===== config.mk =====
export PLATFORM = sky130hd
export DESIGN_NAME = tt_um_chandrakanth_tdm_demux
export DESIGN_NICKNAME = d
export VERILOG_FILES = /design/src/rtl/tt_um_chandrakanth_tdm_demux.sv
export SDC_FILE = /design/constraint.sdc
export NUM_CORES = 1
export LEC_CHECK = 0
export ABC_CLOCK_PERIOD_IN_PS = 2800
export CORE_UTILIZATION = 30
export CTS_CLUSTER_DIAMETER = 120
export DETAILED_ROUTE_END_ITERATION = 6
export PLACE_DENSITY_LB_ADDON = 0.08
export SKIP_CTS_REPAIR_TIMING = 1
export SYNTH_ARGS = -nofsm -noshare
export SYNTH_HDL_FRONTEND = slang
export SYNTH_SLANG_ARGS = --single-unit

===== constraint.sdc =====
create_clock -name clk -period 2.8 [get_ports clk]
set_clock_uncertainty 0.2 [all_clocks]
set_input_delay 0.56 -clock clk [delete_from_list [all_inputs] [get_ports clk]]
set_output_delay 0.56 -clock clk [all_outputs]
set_load 0.02 [all_outputs]

===== src/rtl/tt_um_chandrakanth_tdm_demux.sv =====
// rtl/tt_um_chandrakanth_tdm_demux.sv - strobe-clocked TDM receiver splitting one serial link into two nibble channels
module tt_um_chandrakanth_tdm_demux #(
  parameter int CH_BITS = 4
) (
  input  logic [7:0] ui_in,
  output logic [7:0] uo_out,
  input  logic [7:0] uio_in,
  output logic [7:0] uio_out,
  output logic [7:0] uio_oe,
  input  logic       ena,
  input  logic       clk,
  input  logic       rst_n
);

  localparam int DATA_BITS = 2 * CH_BITS;

  typedef enum logic {HUNT = 1'b0, RECV = 1'b1} state_t;

  state_t               r_state, w_state_n;
  logic [3:0]           r_cnt, w_cnt_n;
  logic [DATA_BITS-1:0] r_shift, w_shift_n;
  logic [DATA_BITS-1:0] r_data, w_data_n;
  logic                 r_frame_stb, w_frame_stb_n;
  logic                 r_par_err, r_sync_err;
  logic                 w_par_set, w_sync_set;
  logic [2:0]           r_s1, r_s2;
  logic                 r_s3_bstb;
  logic                 w_bit_evt, w_sdata, w_fsync, w_err_clr;
  logic                 w_unused;

  assign w_unused  = &{1'b0, ena, ui_in[7:3], uio_in[7:1]};
  assign w_sdata   = r_s2[0];
  assign w_fsync   = r_s2[1];
  assign w_bit_evt = r_s2[2] & ~r_s3_bstb;
  assign w_err_clr = uio_in[0];

  always_ff @(posedge clk or negedge rst_n) begin
    if (!rst_n) begin
      r_s1      <= '0;
      r_s2      <= '0;
      r_s3_bstb <= 1'b0;
    end else begin
      r_s1      <= ui_in[2:0];
      r_s2      <= r_s1;
      r_s3_bstb <= r_s2[2];
    end
  end

  always_ff @(posedge clk or negedge rst_n) begin
    if (!rst_n) begin
      r_state     <= HUNT;
      r_cnt       <= '0;
      r_shift     <= '0;
      r_data      <= '0;
      r_frame_stb <= 1'b0;
      r_par_err   <= 1'b0;
      r_sync_err  <= 1'b0;
    end else begin
      r_state     <= w_state_n;
      r_cnt       <= w_cnt_n;
      r_shift     <= w_shift_n;
      r_data      <= w_data_n;
      r_frame_stb <= w_frame_stb_n;
      // A set in the same cycle as a clear must win.
      r_par_err   <= w_par_set  | (r_par_err  & ~w_err_clr);
      r_sync_err  <= w_sync_set | (r_sync_err & ~w_err_clr);
    end
  end

  always_comb begin
    w_state_n     = r_state;
    w_cnt_n       = r_cnt;
    w_shift_n     = r_shift;
    w_data_n      = r_data;
    w_frame_stb_n = 1'b0;
    w_par_set     = 1'b0;
    w_sync_set    = 1'b0;
    if (w_bit_evt) begin
      case (r_state)
        HUNT: begin
          if (w_fsync) begin
            w_shift_n    = '0;
            w_shift_n[0] = w_sdata;
            w_cnt_n      = 4'd1;
            w_state_n    = RECV;
          end
        end
        RECV: begin
          if (w_fsync) begin
            // Unexpected sync mid-frame: restart on this bit as bit 0.
            w_sync_set   = 1'b1;
            w_shift_n    = '0;
            w_shift_n[0] = w_sdata;
            w_cnt_n      = 4'd1;
          end else if (r_cnt < 4'(DATA_BITS)) begin
            w_shift_n[r_cnt[2:0]] = w_sdata;
            w_cnt_n               = r_cnt + 4'd1;
          end else begin
            if ((^r_shift ^ w_sdata) == 1'b0) begin
              w_data_n      = r_shift;
              w_frame_stb_n = 1'b1;
            end else begin
              w_par_set = 1'b1;
            end
            w_state_n = HUNT;
            w_cnt_n   = '0;
          end
        end
        default: w_state_n = HUNT;
      endcase
    end
  end

  assign uo_out  = r_data;
  assign uio_out = {(r_state == RECV), r_sync_err, r_par_err, r_frame_stb, 4'b0000};
  assign uio_oe  = 8'hF0;

endmodule


==> results.toml <==
[run_status]
status = "completed"

[timing]
finalWorstSetupSlack_ns = 0.548
period_needed_ns = 2.25
setup_tns_ns = 0
max_freq_mhz = 444
period_share = 0.804
worst_slew_pin_slew_ns = 0.498
setup_viol = 0
drv_slew = 0
hold_viol_final = 0
rsz0062_at_grt = "false"
slew_headroom = 0.665

[setup_path]
cp_slowest_cell = "xnor3_4"
r2r_start = "r_s2[0]"
critPathCaptureType = "flop"
critPathRequiredTime_ns = 2.76
critPathKind = "reg -> reg"
path_max_fanout = 9
cp_slowest_stage_delay_ns = 0.56
path_cells = "xnor3_4 > nor3b_4 > mux2i_4 > mux2_2"
cp-startpoint = "r_s2[0]"
critPathArrivalTime_ns = 2.22
cp-start-kind = "flop"

[clock_tree]
cts_root_buf = "clkbuf_8"
htreeDepth = 2
clkLatencyLatePin_ns = 0.28
cts_buffers = 5
clock-sinks = 31
clockBufferDepth = 2
cts_tree = "done"
path_clk_slew_ns = 0.06

[place]
gp_congestion = 0.743
dp_hpwl_um = 1790
pre_cts_ws_ns = 0.535
portBuffers = 17

[yosys]
synth_common_cells = "31 x dfrtp_1, 16 x buf_4, 13 x o21ai_0, 9 x mux2_2, 5 x a32o_1"
postSynthCellCount = 126
synth_flop_cell = "dfrtp_1"
synth_area_per_cell_um2 = 11.9
synth.largest_area_cell = "dfrtp_1"
synth_top_area_share = 0.516
synth_async_sr_flop_share = 1.00
netlist_area_um2 = 1500
yosysMostFrequentCell = "dfrtp_1"
yosysSeqAreaShare = 0.516
synth-edff-count = 0
yosys_warnings = 0
ys_ff_latch = 31
synthTopCellsByArea = "dfrtp_1 52%, buf_4 8.0%, mux2_2 6.7%"
synth_cell_type_count = 34

[floorplanning]
initial_core_util = 0.314
core_area_um2 = 4790
num_rows = 25
fp.dieH_um = 72.8
dieArea_um2 = 5300
die_w_um = 72.8
boundaryPins = 43

[global_route]
grt_pass1_vias = 909
overflow = 0
grt_start_max_net_pins = 32
track_usage = 0.114
antenna_found_initial = 0
grt_pass1_wl_um = 4390

[drt]
vias = 934
wirelength_um = 2580
drt-initial-drc-count = 19
drc = 0
vias_per_cell = 4.49
drt-wirelength-per-cell_um = 12.4
first_pass_iters = 4
ant_nets = 0

[finish]
drive_gt1_frac = 0.156
finalNetCount = 161
num_antenna_cells = 0
synthToLayoutAreaGrowth_pct = 16.7

[worst_hold_path]
hold_class = "reg -> reg"
hold_start = "r_s1[1]"

[power_and_ir_drop]
p_per_area_nw_per_um2 = 689
p_leak_nw = 0.805
vdd_drop_max_v = 0.000298

[flow_run]
cap_violations = 0
-- cells by family (layout without fill, tap and decap cells) --
kind of cell / count (synthesis) / after routing / share of synthesized area
AOI/OAI and AO/OA: 29 / 29 / 0.132
buffers and inverters: 24 / 29 / 0.0998
DFF: 31 / 31 / 0.516
and+or+nand+nor: 22 / 22 / 0.0940
adders and majority gates: 1 / 1 / 0.00832
other: 2 / 12 / 0.00499
muxes: 11 / 11 / 0.0890
xor gates and xnor gates: 6 / 6 / 0.0557
-- flip-flops by register name, summed over array words and instances (netlist names) --
| name | flops |
|---|---|
| r_sync_err | 1 |
| r_par_err | 1 |
| r_frame_stb | 1 |
| r_s2 | 3 |
| uo_out | 8 |
| r_cnt | 4 |
| r_s3_bstb | 1 |
| r_s1 | 3 |
| r_state | 1 |
| r_shift | 8 |
-- cells in the final DEF, fill, tap and decap left out, types with 2 or more instances in the layout --
master            n
xnor2_1           3
nor3_1            3
a32o_1            5
mux2_2            9
nand2_1           2
conb_1           12
clkdlybuf4s50_1  17
inv_1             4
nor2_1            4
a31oi_1           3
nand2b_1          2
dfrtp_1          31
nand3_1           2
nor2b_1           3
o21ai_0          13
clkbuf_8          6
a22o_1            3
-- where the power goes --
part	switching (mW)	internal, mW
combinational	0.147	0.149
sequential	0.0680	0.496
clock	0.158	0.192
-- critical path, delay by kind of cell, from the launching register on --
| kind | cells | cell delay (ns) |
|---|---|---|
| simple gates | 1 | 0.18 |
| xor+xnor | 1 | 0.56 |
| flops | 1 | 0.47 |
| mux | 2 | 0.72 |
-- layer usage --
metal  global-route usage  wire (um)
met1                0.145       1210
met2                0.171       1200
met3               0.0456        128
met4               0.0523         47
met5                    0          0
-- final timing paths --
check | end | slack, ns | depth (start not counted)
setup / recovery | uo_out[1] | 0.55 | 4
hold / removal | r_s2[1] | 0.15 | 0
setup reg to reg | uo_out[1] | 0.55 | 4
hold reg to reg | r_s2[1] | 0.15 | 0
max in group asynchronous | r_s2[0] | 1.63 | 2
min in group asynchronous | r_shift[7] | 0.48 | 2
-- layout make-up --
| cell class | instances | area, um2 |
|---|---|---|
| fillers | 483 | 3030 |
| flip-flops and latches | 31 | 776 |
| multi-input cells | 81 | 616 |
| repair buffers | 18 | 178 |
| well taps | 67 | 83.8 |
| clock buffers | 6 | 82.6 |
| inverters | 4 | 15.0 |
| clock inverters | 1 | 5.00 |
-- stage by stage --
step / instance area (um2) / utilization / total power, mW / instances / hold slack, ns
5_1_grt: 1760 / 0.367 / 1.28 / 208 / 0.159
3_3_place_gp: 1670 / 0.348 / 0.870 / 201 / 0.133
4_1_cts: 1760 / 0.367 / 1.23 / 208 / 0.151
2_1_floorplan: 1540 / - / 0.805 / 136 / 0.0644
3_5_place_dp: 1670 / 0.348 / 0.869 / 201 / 0.136
6_report: 1760 / 0.367 / 1.21 / 208 / 0.147
Note: power is estimated with default switching activity, not from simulation.
